[src/rtl/dual_rail_pkg.sv]
// Shared types for the dual-rail receiver: FSM states and {t,f} rail encodings.
package dual_rail_pkg;

  typedef enum logic [1:0] {
    S_INIT = 2'd0,
    S_IDLE = 2'd1,
    S_ACK  = 2'd2,
    S_ERR  = 2'd3
  } state_e;

  localparam logic [1:0] SPACER  = 2'b00;
  localparam logic [1:0] ONE     = 2'b10;
  localparam logic [1:0] ZERO    = 2'b01;
  localparam logic [1:0] ILLEGAL = 2'b11;

endpackage

[src/rtl/dual_rail_pair_decode.sv]
// Classifies one {t,f} rail pair as spacer, logic one, logic zero or illegal.
module dual_rail_pair_decode
  import dual_rail_pkg::*;
(
  input  logic i_t,
  input  logic i_f,
  output logic o_spacer,
  output logic o_illegal,
  output logic o_bit
);

  always_comb begin
    o_spacer  = 1'b0;
    o_illegal = 1'b0;
    o_bit     = 1'b0;
    case ({i_t, i_f})
      SPACER:  o_spacer  = 1'b1;
      ONE:     o_bit     = 1'b1;
      ZERO:    o_bit     = 1'b0;
      ILLEGAL: o_illegal = 1'b1;
    endcase
  end

endmodule

[src/rtl/dual_rail_receiver.sv]
// Four-phase dual-rail receiver: captures complete codewords, acknowledges,
// and flags illegal pairs, stalled partial words and non-monotonic returns.
//   state  | meaning
//   S_INIT | after reset, waiting for a genuinely observed all-spacer word
//   S_IDLE | ack low, waiting for a complete codeword
//   S_ACK  | codeword captured, ack high, waiting for the return to spacer
//   S_ERR  | protocol violation, err high until an all-spacer word
module dual_rail_receiver
  import dual_rail_pkg::*;
#(
  parameter int WIDTH   = 8,
  parameter int TIMEOUT = 16,
  parameter int CNT_W   = 8
) (
  input  logic             clk,
  input  logic             rst,
  input  logic [WIDTH-1:0] d_t,
  input  logic [WIDTH-1:0] d_f,
  input  logic             clr,
  output logic [WIDTH-1:0] data,
  output logic             valid,
  output logic             ack,
  output logic             err,
  output logic [CNT_W-1:0] err_cnt
);

  localparam int TCW = $clog2(TIMEOUT + 1);
  localparam logic [TCW-1:0]   TC_LAST = TCW'(TIMEOUT - 1);
  localparam logic [TCW-1:0]   TC_ONE  = TCW'(1);
  localparam logic [CNT_W-1:0] CNT_MAX = '1;
  localparam logic [CNT_W-1:0] CNT_ONE = CNT_W'(1);

  logic [WIDTH-1:0] r_t, r_f, r_data;
  logic [WIDTH-1:0] w_spacer, w_illegal, w_bit;
  logic [TCW-1:0]   r_tcnt;
  logic [CNT_W-1:0] r_err_cnt;
  logic             r_primed, r_valid, r_ack, r_err;
  state_e           r_state;

  logic w_all_spacer, w_any_illegal, w_complete, w_partial, w_ack_bad, w_err_entry;

  for (genvar i = 0; i < WIDTH; i++) begin : g_pair
    dual_rail_pair_decode u_dec (
      .i_t      (r_t[i]),
      .i_f      (r_f[i]),
      .o_spacer (w_spacer[i]),
      .o_illegal(w_illegal[i]),
      .o_bit    (w_bit[i])
    );
  end

  assign w_all_spacer  = &w_spacer;
  assign w_any_illegal = |w_illegal;
  assign w_complete    = ~|w_spacer & ~w_any_illegal;
  assign w_partial     = ~w_all_spacer & ~w_complete & ~w_any_illegal;
  // In S_ACK a pair may fall back to spacer, but never flip to the other value.
  assign w_ack_bad     = w_any_illegal | (|(~w_spacer & (w_bit ^ r_data)));

  always_comb begin
    w_err_entry = 1'b0;
    case (r_state)
      S_IDLE:  w_err_entry = w_any_illegal | (w_partial & (r_tcnt == TC_LAST));
      S_ACK:   w_err_entry = w_ack_bad;
      default: w_err_entry = 1'b0;
    endcase
  end

  always_ff @(posedge clk or posedge rst) begin
    if (rst) begin
      r_state  <= S_INIT;
      r_t      <= '0;
      r_f      <= '0;
      r_primed <= 1'b0;
      r_data   <= '0;
      r_valid  <= 1'b0;
      r_ack    <= 1'b0;
      r_err    <= 1'b0;
      r_tcnt   <= '0;
    end else begin
      r_t      <= d_t;
      r_f      <= d_f;
      r_primed <= 1'b1;
      r_valid  <= 1'b0;
      r_tcnt   <= '0;
      case (r_state)
        // r_primed blocks the reset value of r_t/r_f from counting as a spacer.
        S_INIT: if (r_primed && w_all_spacer) r_state <= S_IDLE;
        S_IDLE: begin
          if (w_err_entry) begin
            r_state <= S_ERR;
            r_err   <= 1'b1;
          end else if (w_complete) begin
            r_data  <= r_t;
            r_valid <= 1'b1;
            r_ack   <= 1'b1;
            r_state <= S_ACK;
          end else if (w_partial) begin
            r_tcnt <= r_tcnt + TC_ONE;
          end
        end
        S_ACK: begin
          if (w_err_entry) begin
            r_state <= S_ERR;
            r_err   <= 1'b1;
            r_ack   <= 1'b0;
          end else if (w_all_spacer) begin
            r_state <= S_IDLE;
            r_ack   <= 1'b0;
          end
        end
        S_ERR: begin
          if (w_all_spacer) begin
            r_state <= S_IDLE;
            r_err   <= 1'b0;
          end
        end
        default: r_state <= S_INIT;
      endcase
    end
  end

  always_ff @(posedge clk or posedge rst) begin
    if (rst) begin
      r_err_cnt <= '0;
    end else if (clr) begin
      r_err_cnt <= '0;
    end else if (w_err_entry && (r_err_cnt != CNT_MAX)) begin
      r_err_cnt <= r_err_cnt + CNT_ONE;
    end
  end

  assign data    = r_data;
  assign valid   = r_valid;
  assign ack     = r_ack;
  assign err     = r_err;
  assign err_cnt = r_err_cnt;

endmodule

[config.mk]
export PLATFORM = sky130hd
export DESIGN_NAME = dual_rail_receiver
export DESIGN_NICKNAME = d
export VERILOG_FILES = /design/src/rtl/dual_rail_pkg.sv /design/src/rtl/dual_rail_pair_decode.sv /design/src/rtl/dual_rail_receiver.sv
export SDC_FILE = /design/constraint.sdc
export NUM_CORES = 1
export LEC_CHECK = 0
export CAP_MARGIN = 20
export CORE_UTILIZATION = 40
export DETAILED_ROUTE_END_ITERATION = 10
export PLACE_DENSITY = 0.66
export SKIP_CTS_REPAIR_TIMING = 1
export SYNTH_ARGS = -nofsm -noshare
export SYNTH_HDL_FRONTEND = slang
export SYNTH_SLANG_ARGS = --single-unit
[constraint.sdc]
create_clock -name clk -period 2.2 [get_ports clk]
set_input_delay 0.44 -clock clk [delete_from_list [all_inputs] [get_ports clk]]
set_output_delay 0.44 -clock clk [all_outputs]
set_load 0.02 [all_outputs]
==> metrics.md, run 1 <==
| Metric | Value |
|---|---|
| Clk Latency, worst-skew pair | approximately 0.3 ns |
| Worst-path clk slew | about 0.080 ns |
| Highest net fanout along the worst path | 4 |
| Tightest Hold Check Type | register to register |
| Routed length per instance | 13.5 microns |
| Post-synthesis cell type count | between 40 and 50 |
| Pre-CTS setup slack | -0.0142 ns |
| Final Wtd Congestion | 0.760 |
| Remaining Overflow, GRT | 0 |
| Clock sink count | 43 |
| Largest net degree at the start of global routing | 44 |
| Buffers on Ports | 37 |
| Final HPWL DP | 2990 microns |
| Drc violations | 0 |
| First-pass GRT wire length | between 6000 and 7000 microns |
| CP endpoint kind | register |
| Max cap viols | 0 |
| Commonest non-fill, non-tap cell in the layout | dfrtp_1 |
| Final period util | 98.8% |
| Worst Hold End | err |
| Reg2reg end | r_state[0] |
| Hold slack | 0.486 ns |
| CTS Buffer Depth | 2 |
| Clk root buf | clkbuf_8 |
| Pwr Density | 940 nW/um^2 |
| Setup TNS | 0 ns |
| Number of flops mapped to enable cells by yosys | 0 |
| Setup Viol. Count Final | 0 |
| Fmax | 460 MHz |
| Post-Syn Area per Cell | 11.8 sq um |
| # fillers | 412 |
| Synth Flop Type | dfrtp_1 |
| Vias/cell | 5.07 |
| Synth Register Bits | 43 |
| Die Ht | 73.7 microns |
| Layout area overhead | 37.6% |
| Total Wirelength | ~4100 microns |
| YS warnings | 0 |
| Row count | 25 |
| Flop2flop setup slack | 0.03 ns |
| Top cells by area, synth | dfrtp_1, mux2_2, ha_1 |
| Vias in the first global route | 1,507 |
| Post-route ant nets | 0 |
| Post-synthesis sequential area ratio | 52.3% |
| Hold Vio Cnt, Final | 0 |
| GRT Total Usage | 16.8% |
| Async set-or-reset flop fraction in the synthesized netlist | 100% |
| DIE WIDTH | between 70 and 80 microns |
| Fraction of layout instances using a drive strength above 1 | 24.4% |
| Peak supply drop | 0.000444 V |
| Crit path kind | register to register |
| Final Skew | about 0.0081 ns |
| Worst r2r path cells | 8 |
| Io pins | 38 |
| Reg2reg start | r_tcnt[0] |
| Antenna cells | 0 |
| H-tree depth | 2 |
| Num CTS Buffers | 5 |
| Initial antenna violation count | 0 |
| DRT Pass-1 Iters | 4 |
| Cell taking the most area after synthesis | dfrtp_1 |
| Worst Hold Launch | err |
| Design area | 2830 sq um |
| Net Count, Synth | 202 |
| Rel. slew slack | 64.1% |
| Total Nets Final | 264 |
| Reg area | 1080 sq um |
| Die area | approximately 5400 sq um |
| Critical path required time | around 2.4 ns |
| Lkg Pwr | 1.20 nW |
| Final Max Slew Viols | 0 |
| Run status | complete, no violations |
| Commonest cells after routing, fill and taps aside | dfrtp_1, clkdlybuf4s50_1, nor2_1 |
| Drt initial violations | 113 |
| Final setup margin | 0.0257 ns |
| CP arrival | 2.36 ns |
| Netlist area before placement | 2060 sq um |
| Total number of vias | between 1,500 and 2,000 |
| Tmin final | roughly 2.2 ns |
| Initial Utilization | 42.4% |
| Post-Place Cell Area | 2650 sq um |
| Area share of the largest cell type after synthesis | 52.3% |
| Hold depth | 1 |
| Slew @ Worst Pin | 0.535 ns |
| Startpoint Class | register |
| Cells after Synth | ~180 |
| Unrepaired setup endpoints after global routing | true |
| Core area | between 4000 and 5000 sq um |
| CTS tree | yes |
| Multi-input logic area | between 1000 and 1500 sq um |
## worst max-delay path, stage by stage, from the launching register on
cell and delay, ns:
dfrtp_1 0.39, ha_2 0.19, and3_4 0.18, ha_4 0.15
and3_4 0.17, a32oi_4 0.26, a21oi_2 0.07, or4_1 0.39
mux2_4 0.26
## worst max-delay path by stage
stage                   start         end
floorplan           r_tcnt[0]  r_state[0]
global placement    r_tcnt[0]     data[0]
detailed placement  r_tcnt[0]     data[0]
CTS                 r_tcnt[0]     data[0]
global route        r_tcnt[0]  r_state[0]
finish              r_tcnt[0]  r_state[0]
## synth_stat cells, drive strengths merged (3+ instances only)
cell type  count
a211oi         3
a21oi          9
a22oi          6
and3           3
dfrtp         43
ha             8
inv           10
mux2          11
nand2          3
nand3          7
nand4          4
nor2          21
nor2b          3
nor3b          6
nor4           4
xnor2          4
## sequential cells by signal, indices dropped and copies added, names as in the netlist, 2 cells and up
signal	cells
r_t	8
err_cnt	8
r_tcnt	5
r_f	8
r_state	2
data	8
## stage by stage
stage          power [mW]  util (%)  instances
2_1_floorplan        1.60         -        175
3_3_place_gp         1.97      54.7        295
3_5_place_dp         1.98      54.7        295
4_1_cts              2.63      57.2        303
5_1_grt              2.81      58.4        305
6_report             2.66      58.4        305
## kinds of logic (layout without fill, tap and decap cells)
| logic type | count (synthesis) | in the layout | synth area share [%] |
|---|---|---|---|
| simple gates | 60 | 61 | 17.6 |
| flops | 43 | 43 | 52.3 |
| compound gates | 35 | 35 | 14.2 |
| mux | 12 | 12 | 6.69 |
| buf+inv | 11 | 73 | 2.01 |
| fa+ha+maj | 8 | 8 | 4.87 |
| xor+xnor | 5 | 5 | 2.13 |
| other cells | 1 | 1 | 0.182 |
## per-layer routing
metal	global-route usage, %	wire length [microns]	up-vias
met3	4.66	147	7
met5	0	0	-
met1	23.3	2030	746
met2	25.1	1850	31
met4	6.41	82	0
li1	-	-	762
## power by group
group	switching [mW]	internal, mW
clock network	0.273	0.373
logic	0.536	0.539
registers	0.0749	0.863
## area by class of cell
cell class | instances | share of cell area, %
Sequential cell | 43 | 38.0
Inverter | 10 | 1.33
Multi-Input combinational cell | 122 | 35.5
Timing Repair Buffer | 55 | 17.9
Clock buffer | 6 | 2.92
Clock inverter | 2 | 1.37
Tap cell | 67 | 2.96
No activity file was read; power rests on OpenSTA's default activity.
==> run 2, diff against run 1 <==
Settings changed: CAP_MARGIN 20 to not set.
==> results of run 2 <==
The final DEF is identical to that of run 1; final timing and power are the same.
==> run 3, diff against run 2 <==
Settings changed: GPL_TIMING_DRIVEN set to 1.
==> results of run 3 <==
The final DEF is identical to that of run 1; final timing and power are the same.
